### config.mk
export PLATFORM = sky130hd
export DESIGN_NAME = syscall_issue_flat
export DESIGN_NICKNAME = d
export VERILOG_FILES = /design/src/rtl/syscall_issue_if.sv /design/src/rtl/syscall_issue.sv /design/src/flat_wrapper.sv
export SDC_FILE = /design/constraint.sdc
export NUM_CORES = 1
export LEC_CHECK = 0
export ABC_AREA = 1
export BUFFER_PORTS_ARGS = -buffer_cell sky130_fd_sc_hd__buf_2
export CORE_MARGIN = 3
export CORE_UTILIZATION = 49
export DETAILED_ROUTE_END_ITERATION = 12
export PLACE_DENSITY = 0.86
export SYNTH_ARGS = -nofsm -noshare
export SYNTH_HDL_FRONTEND = slang
export SYNTH_SLANG_ARGS = --single-unit
### constraint.sdc
create_clock -name clk -period 2.55 [get_ports clk]
set_clock_uncertainty 0.05 [all_clocks]
set_input_delay 0.255 -clock clk [delete_from_list [all_inputs] [get_ports clk]]
set_output_delay 0.255 -clock clk [all_outputs]
set_load 0.01 [all_outputs]
### src/rtl/syscall_issue_if.sv
// Handshake bus between the syscall initiator (master) and the system-call handler (slave).
interface syscall_issue_if;
    logic        sys_req;
    logic [31:0] sys_code;
    logic [31:0] sys_arg;
    logic        sys_ack;
    logic [31:0] sys_data;

    modport master (
        output sys_req, sys_code, sys_arg,
        input  sys_ack, sys_data
    );

    modport slave (
        input  sys_req, sys_code, sys_arg,
        output sys_ack, sys_data
    );
endinterface

### src/rtl/syscall_issue.sv
// Syscall initiator: captures a decoded syscall, stalls the pipe, runs the req/ack handshake.
// Optional REQ timeout is enabled by defining SYSCALL_TIMEOUT_EN.
module syscall_issue #(
    parameter logic [31:0] ID_SYSCALL = 32'd26
`ifdef SYSCALL_TIMEOUT_EN
   ,parameter int          TIMEOUT    = 255
`endif
) (
    input  logic                   clk,
    input  logic                   rst_n,
    input  logic                   valid_in,
    input  logic [31:0]            instr_ID,
    input  logic [31:0]            rs,
    input  logic [31:0]            rt,
    input  logic [4:0]             rd_idx,
    output logic                   stall,
    syscall_issue_if.master        sys_if,
    output logic                   wb_en,
    output logic [4:0]             wb_idx,
    output logic [31:0]            wb_data,
    output logic                   halted,
    output logic                   err
);

    localparam logic [31:0] CODE_DISPLAY = 32'd1;
    localparam logic [31:0] CODE_READ    = 32'd2;

    typedef enum logic [1:0] {
        S_IDLE,
        S_REQ,
        S_WB,
        S_HALT
    } state_e;

    state_e      state_q, state_d;
    logic        sys_req_q, sys_req_d;
    logic [31:0] code_q, code_d;
    logic [31:0] arg_q, arg_d;
    logic [4:0]  idx_q, idx_d;
    logic [31:0] wb_data_q, wb_data_d;
    logic        wb_en_q, wb_en_d;
    logic        halted_q, halted_d;
    logic        accept;
    logic        is_display, is_read;

`ifdef SYSCALL_TIMEOUT_EN
    localparam int             CNT_W    = $clog2(TIMEOUT + 1);
    localparam logic [CNT_W-1:0] CNT_LAST = CNT_W'(TIMEOUT - 1);

    logic [CNT_W-1:0] cnt_q, cnt_d;
    logic             err_q, err_d;
`endif

    assign accept     = valid_in && (instr_ID == ID_SYSCALL);
    assign is_display = (code_q == CODE_DISPLAY);
    assign is_read    = (code_q == CODE_READ);

    always_comb begin
        // NOTE: every variable gets its hold value first so no path through the case infers a latch.
        state_d   = state_q;
        sys_req_d = sys_req_q;
        code_d    = code_q;
        arg_d     = arg_q;
        idx_d     = idx_q;
        wb_data_d = wb_data_q;
        wb_en_d   = 1'b0;
        halted_d  = halted_q;
`ifdef SYSCALL_TIMEOUT_EN
        cnt_d     = cnt_q;
        err_d     = 1'b0;
`endif

        case (state_q)
            S_IDLE: begin
                if (accept) begin
                    code_d    = rs;
                    arg_d     = rt;
                    idx_d     = rd_idx;
                    sys_req_d = 1'b1;
                    state_d   = S_REQ;
`ifdef SYSCALL_TIMEOUT_EN
                    cnt_d     = '0;
`endif
                end
            end

            S_REQ: begin
                // An ack on the expiry cycle takes priority over the timeout.
                if (sys_if.sys_ack) begin
                    sys_req_d = 1'b0;
                    if (is_read) begin
                        wb_data_d = sys_if.sys_data;
                        wb_en_d   = (idx_q != 5'd0);
                        state_d   = S_WB;
                    end else if (is_display) begin
                        state_d   = S_IDLE;
                    end else begin
                        halted_d  = 1'b1;
                        state_d   = S_HALT;
                    end
                end
`ifdef SYSCALL_TIMEOUT_EN
                else if (cnt_q == CNT_LAST) begin
                    sys_req_d = 1'b0;
                    err_d     = 1'b1;
                    if (is_read || is_display) begin
                        state_d  = S_IDLE;
                    end else begin
                        halted_d = 1'b1;
                        state_d  = S_HALT;
                    end
                end else begin
                    cnt_d = cnt_q + CNT_W'(1);
                end
`endif
            end

            S_WB: begin
                state_d = S_IDLE;
            end

            default: begin
                // HALT is absorbing; only reset leaves it.
                state_d = S_HALT;
            end
        endcase
    end

    // NOTE: state registers use non-blocking assignments so all flops update together at the edge.
    always_ff @(posedge clk) begin
        if (!rst_n) begin
            state_q   <= S_IDLE;
            sys_req_q <= 1'b0;
            code_q    <= '0;
            arg_q     <= '0;
            idx_q     <= '0;
            wb_data_q <= '0;
            wb_en_q   <= 1'b0;
            halted_q  <= 1'b0;
        end else begin
            state_q   <= state_d;
            sys_req_q <= sys_req_d;
            code_q    <= code_d;
            arg_q     <= arg_d;
            idx_q     <= idx_d;
            wb_data_q <= wb_data_d;
            wb_en_q   <= wb_en_d;
            halted_q  <= halted_d;
        end
    end

`ifdef SYSCALL_TIMEOUT_EN
    always_ff @(posedge clk) begin
        if (!rst_n) begin
            cnt_q <= '0;
            err_q <= 1'b0;
        end else begin
            cnt_q <= cnt_d;
            err_q <= err_d;
        end
    end

    assign err = err_q;
`else
    assign err = 1'b0;
`endif

    assign stall           = accept || (state_q != S_IDLE);
    assign sys_if.sys_req  = sys_req_q;
    assign sys_if.sys_code = code_q;
    assign sys_if.sys_arg  = arg_q;
    assign wb_en           = wb_en_q;
    assign wb_idx          = idx_q;
    assign wb_data         = wb_data_q;
    assign halted          = halted_q;

endmodule

### src/flat_wrapper.sv
// flat-port wrapper written by rule: the top's interface ports become plain ports
module syscall_issue_flat 
#(
    parameter logic [31:0] ID_SYSCALL = 32'd26

)
  (clk, rst_n, valid_in, instr_ID, rs, rt, rd_idx, stall, wb_en, wb_idx, wb_data, halted, err, sys_if_sys_req, sys_if_sys_code, sys_if_sys_arg, sys_if_sys_ack, sys_if_sys_data);
  syscall_issue_if sys_if_i ();
  input  logic clk;
  input  logic rst_n;
  input  logic valid_in;
  input  logic [31:0] instr_ID;
  input  logic [31:0] rs;
  input  logic [31:0] rt;
  input  logic [4:0] rd_idx;
  output logic stall;
  output logic wb_en;
  output logic [4:0] wb_idx;
  output logic [31:0] wb_data;
  output logic halted;
  output logic err;
  output wire logic [$bits(sys_if_i.sys_req)-1:0] sys_if_sys_req;
  output wire logic [$bits(sys_if_i.sys_code)-1:0] sys_if_sys_code;
  output wire logic [$bits(sys_if_i.sys_arg)-1:0] sys_if_sys_arg;
  input wire logic [$bits(sys_if_i.sys_ack)-1:0] sys_if_sys_ack;
  input wire logic [$bits(sys_if_i.sys_data)-1:0] sys_if_sys_data;
  assign sys_if_sys_req = sys_if_i.sys_req;
  assign sys_if_sys_code = sys_if_i.sys_code;
  assign sys_if_sys_arg = sys_if_i.sys_arg;
  assign sys_if_i.sys_ack = sys_if_sys_ack;
  assign sys_if_i.sys_data = sys_if_sys_data;
  syscall_issue #(.ID_SYSCALL(ID_SYSCALL)) u_core (.clk(clk), .rst_n(rst_n), .valid_in(valid_in), .instr_ID(instr_ID), .rs(rs), .rt(rt), .rd_idx(rd_idx), .stall(stall), .sys_if(sys_if_i), .wb_en(wb_en), .wb_idx(wb_idx), .wb_data(wb_data), .halted(halted), .err(err));
endmodule
Word level (Yosys, flattened, before mapping):

Index checks and enable logic that the tools add are counted.

* input port bits: 137
* flip-flop bits (word level): 106
* output and inout bits: 106

* reductions and logical operators: 12
* bitwise gates (word level): 2
* equality and inequality tests: 7
* multiplexer cells: 8

Operators by type and width (count)
* 32-bit by 1-bit equality test with 1-bit output, second input constant: 1
* 32-bit by 2-bit equality test with 1-bit output, second input constant: 1
* 32-bit by 5-bit equality test with 1-bit output, second input constant: 1
* 2-bit 2-to-1 mux: 4
* 4-bit AND reduction: 2
* 2-bit one-hot mux with 3 select lines: 1
* 3-bit AND reduction: 2
* 5-bit nonzero test: 1
* 2-bit AND reduction: 2
* 2-bit nonzero test: 2
* 2-bit by 1-bit equality test with 1-bit output, second input constant: 1
* 2-bit equality test, second input constant: 1
* 2-bit logical NOT: 1
* 1-bit 2-to-1 mux: 2
* 2-bit by 1-bit inequality test with 1-bit output, second input constant: 1
* 2-bit inequality test, second input constant: 1
* 1-bit inverter: 2
* 1-bit one-hot mux with 2 select lines: 1
* 1-bit logical AND: 1
* 1-bit logical OR: 1

Depth between registers and ports, before layout:

Gate-level depths: netlist (run 1).

* depth after elaboration: 5
* mapped depth: 11
* depth with buffers taken out: 10

Worst setup path after synthesis (run 1):

Ideal clock, no wire load.

* path type: reg-to-reg
* from: reg u_core.code_q[14], in the netlist u_core.sys_if.sys_code[14]
* to: reg u_core.wb_data_q[29], in the netlist u_core.wb_data[29]
* data required time: 2387 ps
* setup time: 113 ps
* stages on the path, launching flop included: 10
* data arrival time: 1258 ps
* path slack: 1129 ps
* clock period less this slack: 1421 ps
* cell sequence: dfxtp_1 -> nor2_1 -> nand2_1 -> nor2_2 -> nand3_1 -> nor2_2 -> buf_2 -> nand3b_1 -> nand2_1 -> nor2_1

* word-level cells in the longest chain between the ends: 2

RTL lines
* from (decl): RTL line syscall_issue.sv:37 `logic [31:0] code_q, code_d;`
* from (signal assigned): RTL line syscall_issue.sv:143 `code_q <= code_d;`
* 32-bit by 2-bit equality test with 1-bit output: RTL line syscall_issue.sv:56 `assign is_read = (code_q == CODE_READ);`
* 3-bit AND reduction (no line)
* to (signal assigned): RTL line syscall_issue.sv:146 `wb_data_q <= wb_data_d;`
* to (decl): RTL line syscall_issue.sv:40 `logic [31:0] wb_data_q, wb_data_d;`

Every way passes these cells.
A chain may end at the register's enable or synchronous reset.

Worst setup path after layout (run 1):

* from: reg u_core.code_q[23], in the netlist u_core.sys_if.sys_code[23]
* to: reg u_core.wb_data_q[28], in the netlist u_core.wb_data[28]

The elaborated chain is that of the path after synthesis.

==> impl_metrics.json, run 1 <==
{
  "status": "finished clean",
  "crit_type": "reg2reg",
  "clkSinkCount": 106,
  "post_cts_resized": 0,
  "syn2layout_area_growth_pct": 31.0,
  "netlist_area_um2": 4720,
  "cts_setup_buffers": 0,
  "seqPwrFrac_pct": 55.8,
  "grtUsageTotal_pct": 22.1,
  "cts_buffer_depth": 2,
  "path_clk_slew_ns": 0.11,
  "finalHoldViolCount": 0,
  "min_from": "rt[9]",
  "avgSynthCellArea_um2": 6.43,
  "detail-route-antenna-nets": 0,
  "drc": 0,
  "switching_share_pct": 21.3,
  "vias": 4827,
  "die_x_um": 104,
  "root_buffer": "clkbuf_8",
  "clkPwrFrac_pct": 38.7,
  "wl_per_cell_um": 11.3,
  "antenna_found_initial": 1,
  "finalCriticalPeriod_ns": 1.68,
  "critPathLaunch": "u_core.sys_if.sys_code[23]$_SDFFE_PN0P_",
  "tightest_slew_ns": 0.604,
  "cts-buffers-inserted": 9,
  "slew_violations": 0,
  "grt_max_degree": 141,
  "syn_inst": 734,
  "grt_overflow_total": 0,
  "die_h_um": 104,
  "synth_seq_cells": 106,
  "nets": 1091,
  "endpoint_kind": "flip-flop",
  "critPathLaunchType": "flip-flop",
  "met3_length_um": 953,
  "p_int_mw": 2.33,
  "hp-class": "in2reg",
  "whs_ns": 0.0615,
  "io_pins": 243,
  "die_area_um2": 10900,
  "worstPathRequired_ns": 2.79,
  "vias_per_cell": 4.43,
  "p_sw_mw": 0.630,
  "syn-num-nets": 871,
  "fin_setup_tns_ns": 0,
  "drive_gt1_share_pct": 28.3,
  "cts_max_level": 3,
  "dp.cells": 1072,
  "cp_max_fo": 32,
  "power.leakage_nw": 3.72,
  "fmax_mhz": 595,
  "rsz0062_at_grt": "false",
  "row_count": 35,
  "drtIter0Drc": 230,
  "dp_hpwl_um": 9030,
  "finalCritPeriodShare_pct": 65.9,
  "timing.final.ws_setup_ns": 0.869,
  "dr_wl_met2_um": 5880,
  "p_per_area_nw_per_um2": 479,
  "combPwrFrac_pct": 5.5,
  "io_buffers": 241,
  "fill_cells": 906,
  "ir_worst_vdd_mv": 0.327,
  "maxCapViolations": 0,
  "fin_cells": 1089,
  "r2r_start": "u_core.sys_if.sys_code[23]$_SDFFE_PN0P_",
  "clock_latency_ns": 0.36,
  "holdBufCountCts": 0,
  "pre_cts_ws_ns": 0.860,
  "grt_pass1_vias": 4378,
  "cts_tree": "yes",
  "grt_pass1_wl_um": 20100,
  "max-slew-margin-rel_pct": 59.7,
  "final-setup-viol-count": 0,
  "yosysUniqueCellTypes": 22,
  "met1_length_um": 5260,
  "highest_layer": "met4",
  "coreArea_um2": 9280,
  "firstDrtPassIters": 4,
  "yosys_warnings": 0,
  "start_util_pct": 50.9,
  "wl_um": 12300,
  "cp.arrival_ns": 1.92,
  "yosysSeqAreaShare_pct": 44.9,
  "gp_congestion": 0.853
}
## critical path, cell delays in order (launching register included)
cell	delay, ns
dfxtp_1	0.33
nor2_1	0.12
nand2_1	0.07
nor2_2	0.12
inv_1	0.06
nor2_2	0.17
nand2_2	0.11
nor2_4	0.08
buf_4	0.30
nor2_1	0.07
nor2_1	0.11
## synth_stat cells, drive strengths merged
| cell | n | area share, % |
|---|---|---|
| clkbuf | 15 | 1.2 |
| nand2 | 211 | 17 |
| nor2 | 244 | 20 |
| nor3 | 2 | 0.21 |
| conb | 1 | 0.079 |
| dfxtp | 106 | 45 |
| nand4 | 2 | 0.26 |
| and2 | 1 | 0.13 |
| nand3 | 6 | 0.74 |
| buf | 22 | 3.1 |
| o21ai | 1 | 0.11 |
| nor3b | 1 | 0.16 |
| nand3b | 32 | 5.1 |
| a21oi | 2 | 0.21 |
| inv | 88 | 7.0 |
## cells by family after synthesis
| family | after synthesis | synth area share (%) |
|---|---|---|
| compound gates | 3 | 0.318 |
| other cells | 1 | 0.0794 |
| buf+inv | 125 | 11.3 |
| simple gates | 499 | 43.3 |
| flops | 106 | 44.9 |
## area by class of cell
class,count,area (µm²),share of cell area [%]
Tap cell,129,161,2.61
Multi-Input combinational cell,503,2070,33.5
Antenna cell,1,2.50,0.0404
Clock buffer,11,141,2.29
Timing Repair Buffer,246,1270,20.5
Clock inverter,5,85.1,1.38
Inverter,88,330,5.34
Sequential cell,106,2120,34.3
## sequential cells by signal, indices dropped and copies added, names as in the netlist
name                    count
u_core.halted               1
u_core.state_q              2
u_core.sys_if.sys_arg      32
u_core.sys_if.sys_code     32
u_core.sys_if.sys_req       1
u_core.wb_data             32
u_core.wb_en                1
u_core.wb_idx               5
## cell usage in the layout, fill, tap and decap left out, drive strengths merged
cell        n
nand4       2
nor3b       1
nand3       6
inv        89
conb        1
clkinv      1
nor2      244
dfxtp     106
clkbuf     11
nand3b     32
a21oi       2
diode       1
nor3        2
o21ai       1
nand2     211
and2        1
buf       246
bufinv      2
clkinvlp    1
## through the flow
| step | power (mW) | area, µm² | util, % |
|---|---|---|---|
| 6_report | 2.96 | 6190 | 66.6 |
| 5_1_grt | 3.08 | 6190 | 66.6 |
| 4_1_cts | 3.00 | 6180 | 66.6 |
| 3_5_place_dp | 1.85 | 5960 | 64.2 |
| 3_3_place_gp | 1.85 | 5960 | 64.2 |
| 2_1_floorplan | 1.74 | 4720 | - |
## metal layers
metal,up-vias,global-route usage [%]
met5,-,0
met2,155,36.9
met1,2076,27.7
met4,0,7.03
li1,2576,-
met3,20,6.33
## path summary, 6_finish.rpt
kind                                                end  slack, ns  depth (start not counted)
setup / recovery        u_core.wb_data[28]$_SDFFE_PN0P_       0.87                         10
hold / removal    u_core.sys_if.sys_arg[9]$_SDFFE_PN0P_       0.06                          3
setup reg to reg        u_core.wb_data[28]$_SDFFE_PN0P_       0.87                         10
hold reg to reg              u_core.halted$_SDFFE_PN0P_       0.41                          2
## power by group through the flow
stage / registers, mW / clock network (mW) / logic [mW]
final: 1.65 / 1.15 / 0.163
after global routing: 1.65 / 1.25 / 0.181
after CTS: 1.65 / 1.18 / 0.163
after detailed placement: 1.69 / 0 / 0.162
after global placement: 1.69 / 0 / 0.161
after floorplan: 1.69 / 0 / 0.0517
No activity file was read; power rests on OpenSTA's default activity.
==> inputs of run 2 (changes only) <==
ABC_AREA = 0   (was 1)
CORE_UTILIZATION = 40   (was 49)
PLACE_DENSITY = 0.76   (was 0.86)
clock period = 1.4 ns   (was 2.55 ns; I/O delays follow)
==> run 2 against run 1 <==
The run now ends with setup timing left. Design area up 25%. Non-clock buffer count is 160 higher. Clock power increased by 51%. Synthesized cell count down 33%. Count of clock-buffer cells in the layout up 1. Die area increased by 13%. Largest power group unchanged.
==> impl_metrics.json, run 2 <==
{
  "detail-route-antenna-nets": 0,
  "cts_tree": "yes",
  "gp_congestion": 0.942,
  "dp.cells": 884,
  "firstDrtPassIters": 4,
  "yosys_warnings": 0,
  "netlist_area_um2": 4400,
  "crit_path_end": "u_core.wb_data[31]$_SDFFE_PN0P_",
  "path_clk_slew_ns": 0.10,
  "synth_seq_cells": 106,
  "yosysSeqAreaShare_pct": 48.3,
  "finalCritPeriodShare_pct": 137,
  "grt_overflow_total": 0,
  "avgSynthCellArea_um2": 8.99,
  "coreArea_um2": 10500,
  "r2r_start": "u_core.sys_if.sys_code[15]$_SDFFE_PN0P_",
  "fmax_mhz": 520,
  "drive_gt1_share_pct": 41.2,
  "fin_setup_tns_ns": -25.96,
  "maxCapViolations": 0,
  "syn_inst": 489,
  "status": "complete, but fails checks",
  "reg2regPathDepth": 6,
  "grt_max_degree": 62,
  "start_util_pct": 41.9,
  "yosysUniqueCellTypes": 30,
  "slew_violations": 0,
  "layout_common_cells": "buf_2 (239), nand2_1 (203), dlygate4sd3_1 (99)",
  "regToRegSetupSlack_ns": -0.52,
  "ys.flop_type": "dfxtp_1",
  "fin_cells": 1012,
  "syn-num-nets": 626,
  "drtIter0Drc": 272,
  "synthTopCellsByArea": "dfxtp_1 (48%), mux2i_1 (23%), nand2_1 (17%), buf_6 (2.6%), nor4_1 (1.8%)",
  "io_pins": 243,
  "grt_pass1_wl_um": 26000,
  "fill_cells": 669,
  "antenna_found_initial": 2,
  "io_buffers": 241,
  "grtUsageTotal_pct": 26.2,
  "endpoint_kind": "flip-flop",
  "die_h_um": 111,
  "dp_hpwl_um": 9490,
  "clock_latency_ns": 0.36,
  "root_buffer": "clkbuf_8",
  "finalCriticalPeriod_ns": 1.92,
  "timing.final.ws_setup_ns": -0.524,
  "dpl-instance-area_um2": 6130,
  "cts_buffer_depth": 2,
  "row_count": 37,
  "clkSinkCount": 106,
  "nets": 1008,
  "die_x_um": 111,
  "cts_max_level": 3,
  "worstPathRequired_ns": 1.63,
  "async_flop_share_pct": 0,
  "whs_ns": 0.0281,
  "p_per_area_nw_per_um2": 696,
  "grt_pass1_vias": 5196,
  "finalHoldViolCount": 0,
  "critPathLaunchType": "flip-flop",
  "rsz0062_at_grt": "true",
  "final-setup-viol-count": 107,
  "utilization_pct": 73.8,
  "cp_max_fo": 9,
  "vias": 4941,
  "violations": "setup timing",
  "synth_top_cell_by_area": "dfxtp_1",
  "critPathLaunch": "u_core.sys_if.sys_code[15]$_SDFFE_PN0P_",
  "crit_type": "reg2reg",
  "cp.arrival_ns": 2.16,
  "wl_per_cell_um": 16.6,
  "synth_common_cells": "nand2_1 (203), dfxtp_1 (106), mux2i_1 (101)",
  "hp-class": "in2reg",
  "synth_top_area_share_pct": 48.3,
  "yosysMostFrequentCell": "nand2_1",
  "die_area_um2": 12300,
  "layout_commonest_cell": "buf_2",
  "wl_um": 16800,
  "cts-buffers-inserted": 9,
  "stdcell_area_um2": 7750,
  "vias_per_cell": 4.88,
  "syn2layout_area_growth_pct": 76.2,
  "timing.rr.end": "u_core.wb_data[31]$_SDFFE_PN0P_",
  "drc": 0,
  "power.leakage_nw": 3.58,
  "ir_worst_vdd_mv": 0.543,
  "synth_edf_count": 0
}
[run 2: power breakdown]
part	switching, mW	leakage [nW]	total (mW)	internal [mW]
clock	1.01	0.0883	1.74	0.729
combinational	0.261	2.64	0.646	0.385
sequential	0.000000000258	0.858	3.01	3.01
total	1.27	3.58	5.40	4.13
[run 2: worst min path at each step]
| stage | from | cells after the start | endpoint | slack, ns |
|---|---|---|---|---|
| 2_1_floorplan | rs[12] | 2 | u_core.sys_if.sys_code[12]$_SDFFE_PN0P_ | 0.22 |
| 3_3_place_gp | rs[9] | 3 | u_core.sys_if.sys_code[9]$_SDFFE_PN0P_ | 0.33 |
| 3_5_place_dp | sys_if_sys_data[15] | 3 | u_core.wb_data[15]$_SDFFE_PN0P_ | 0.34 |
| 4_1_cts | sys_if_sys_data[31] | 3 | u_core.wb_data[31]$_SDFFE_PN0P_ | 0.02 |
| 5_1_grt | rs[24] | 3 | u_core.sys_if.sys_code[24]$_SDFFE_PN0P_ | 0.007 |
| 6_report | rs[24] | 3 | u_core.sys_if.sys_code[24]$_SDFFE_PN0P_ | 0.03 |
[run 2: timing repair]
item / CTS / global route
buffers inserted: 6 / 5
pin swaps: 12 / 10
hold buffers: 99 / 0
setup endpoints to repair: 107 / 107
endpoints found under the hold margin: 99 / 0
resized for setup: 41 / 17
cloned: 6 / 1
[run 2: cell type report]
type	count	area, µm²	area share, %
Clock inverter	2	13.8	0.178
Antenna cell	2	5.00	0.0646
Tap cell	136	170	2.20
Timing Repair Buffer	406	2990	38.6
Multi-Input combinational cell	348	2280	29.4
Sequential cell	106	2130	27.5
Clock buffer	12	155	2.00
[run 2: critical path, stage by stage (launching register included)]
cell and delay [ns]:
dfxtp_2 0.34, nor4_1 0.35, nand4_1 0.27, nor3_4 0.29, buf_6 0.16, buf_12 0.14, mux2i_2 0.23
[run 2: through the flow]
| stage | total power [mW] | setup slack (ns) |
|---|---|---|
| after CTS | 5.38 | -0.368 |
| after global routing | 5.60 | -0.605 |
| final | 5.40 | -0.524 |
| after detailed placement | 3.48 | -0.428 |
| after floorplan | 3.24 | -0.249 |
| after global placement | 3.47 | -0.428 |
[run 2: logic make-up after synthesis]
logic type             after synthesis  share of synthesized area, %
AO/OA/AOI/OAI                        6                         0.996
XOR/XNOR                             1                         0.199
buffers and inverters               35                          4.81
flip-flops                         106                          48.3
multiplexers                       101                          23.0
other                                1                        0.0853
AND/OR/NAND/NOR                    239                          22.7
[run 2: per-layer routing]
layer  track usage (%)  part of all wire [%]
met5                 0                     0
met4              14.0                   4.6
met3              8.41                   8.1
met2              47.5                    52
met1              26.5                    36
==> inputs of run 3 (changes only) <==
CORE_UTILIZATION = 48   (was 40)
PLACE_DENSITY = 0.86   (was 0.76)
SKIP_CTS_REPAIR_TIMING = 1   (was default)
clock period = 2.25 ns   (was 1.4 ns; I/O delays follow)
==> run 3 against run 2 <==
The flow now finishes without violations. Critical path depth shrank 1. First-iteration DRC count fell by 62%. Hold slack improved by 0.028 ns. Non-clock buffer count is 159 lower. Critical path type unchanged. Highest routed layer unchanged. Worst setup slack better by 0.84 ns. Maximum frequency decreased by 0.35%. Count of clock-buffer cells in the layout is 2 lower. Power fell by 38%. Flip-flop and latch count unchanged.
==> impl_metrics.json, run 3 (synthesis results as in run 2) <==
{
  "cts-buffers-inserted": 9,
  "cp_max_fo": 32,
  "die_h_um": 102,
  "hp-class": "in2reg",
  "final-setup-viol-count": 0,
  "busiest_layer": "met2",
  "gp_congestion": 0.790,
  "nets": 849,
  "row_count": 34,
  "regToRegSetupSlack_ns": 0.32,
  "io_buffers": 241,
  "fmax_mhz": 518,
  "ir_worst_vdd_mv": 0.400,
  "min_from": "rt[0]",
  "antenna_found_initial": 0,
  "detail-route-antenna-nets": 0,
  "status": "finished clean",
  "start_util_pct": 49.9,
  "drtIter0Drc": 103,
  "p_per_area_nw_per_um2": 572,
  "tightest_slew_ns": 0.489,
  "clkSinkCount": 106,
  "cp.arrival_ns": 2.15,
  "vias_per_cell": 5.00,
  "cts_tree": "yes",
  "firstDrtPassIters": 4,
  "max-slew-margin-rel_pct": 66.9,
  "layout_common_cells": "buf_2 (240), nand2_1 (203), dfxtp_1 (106)",
  "use_met1_pct": 23.6,
  "grt_pass1_wl_um": 18000,
  "drive_gt1_share_pct": 37.0,
  "groute.layer.met2.usage_pct": 40.4,
  "grtUsageTotal_pct": 21.8,
  "finalHoldViolCount": 0,
  "finalCriticalPeriod_ns": 1.93,
  "io_pins": 243,
  "root_buffer": "clkbuf_8",
  "clock_latency_ns": 0.35,
  "r2r_start": "u_core.sys_if.sys_code[2]$_SDFFE_PN0P_",
  "grt_overflow_total": 0,
  "maxCapViolations": 0,
  "power.leakage_nw": 2.72,
  "timing.final.ws_setup_ns": 0.320,
  "layout_commonest_cell": "buf_2",
  "path_clk_slew_ns": 0.11,
  "wl_per_cell_um": 14.4,
  "hold_end": "u_core.sys_if.sys_arg[0]$_SDFFE_PN0P_",
  "rsz0062_at_grt": "false",
  "grt_pass1_vias": 3984,
  "wl_um": 11900,
  "timing.rr.end": "u_core.wb_data[27]$_SDFFE_PN0P_",
  "hold_path_depth": 3,
  "antenna_cells": 0,
  "syn2layout_area_growth_pct": 33.1,
  "pre_cts_ws_ns": 0.229,
  "dp_hpwl_um": 9110,
  "cts_max_level": 3,
  "utilization_pct": 66.5,
  "worstPathRequired_ns": 2.47,
  "use_met3_pct": 4.82,
  "endpoint_kind": "flip-flop",
  "slew_violations": 0,
  "fin_setup_tns_ns": 0,
  "reg2regPathDepth": 5,
  "die_area_um2": 10300,
  "coreArea_um2": 8810,
  "drc": 0,
  "cts_buffer_depth": 2,
  "vias": 4123,
  "fill_cells": 736,
  "crit_type": "reg2reg",
  "finalCritPeriodShare_pct": 85.8,
  "critPathLaunchType": "flip-flop",
  "grt_max_degree": 84,
  "die_x_um": 102
}
## run 3: cell count changes in the layout (fill, tap and decap cells not counted), sizes merged
cell         previous run  this run
clkinv                  2         1
clkbuf                 13        10
bufinv                  0         2
clkinvlp                0         2
dlygate4sd3            99         0
diode                   2         0
buf                   306       247
## run 3: final cells by class
cell class	count	area, µm²	area share (%)
clock buffers	10	128	2.18
well taps	108	135	2.31
repair buffers	247	1320	22.5
clock inverters	5	80.1	1.37
flip-flops and latches	106	2120	36.2
multi-input cells	348	2070	35.4
## run 3: critical path: stages (launching register included)
cell and delay, ns:
dfxtp_1 0.33, nor4_1 0.35, nand4_1 0.31, nor3_4 0.31, buf_12 0.27, mux2i_1 0.22
## run 3: per-stage QoR
step                      area (µm²)  std cells  total power, mW  hold slack, ns
after floorplan                 4400        489             2.01           0.317
after global routing            5860        824             3.49          0.0421
after global placement          5650        809             2.14           0.389
final                           5860        824             3.35          0.0559
after CTS                       5860        824             3.37          0.0405
after detailed placement        5650        809             2.15           0.394
## run 3: metal layers
layer | vias up | routed length (µm)
met2 | 156 | 6160
li1 | 2047 | -
met4 | 0 | 303
met1 | 1895 | 4580
met3 | 25 | 852
met5 | - | 0
## run 3: how the worst max path moves through the flow
stage | start | end | slack, ns | depth (start not counted)
2_1_floorplan | u_core.sys_if.sys_code[26]$_SDFFE_PN0P_ | u_core.wb_data[10]$_SDFFE_PN0P_ | 0.57 | 5
3_3_place_gp | instr_ID[5] | u_core.sys_if.sys_code[26]$_SDFFE_PN0P_ | 0.32 | 7
3_5_place_dp | instr_ID[5] | u_core.sys_if.sys_arg[6]$_SDFFE_PN0P_ | 0.23 | 7
4_1_cts | u_core.sys_if.sys_code[2]$_SDFFE_PN0P_ | u_core.wb_data[24]$_SDFFE_PN0P_ | 0.30 | 5
5_1_grt | u_core.sys_if.sys_code[26]$_SDFFE_PN0P_ | u_core.wb_data[19]$_SDFFE_PN0P_ | 0.16 | 5
6_report | u_core.sys_if.sys_code[2]$_SDFFE_PN0P_ | u_core.wb_data[27]$_SDFFE_PN0P_ | 0.32 | 5
## run 3: power breakdown
part,internal [mW],leakage (nW),switching [mW],total [mW]
clock,0.621,0.0984,0.624,1.24
sequential,1.87,0.853,0.000000000148,1.87
combinational,0.115,1.76,0.114,0.229
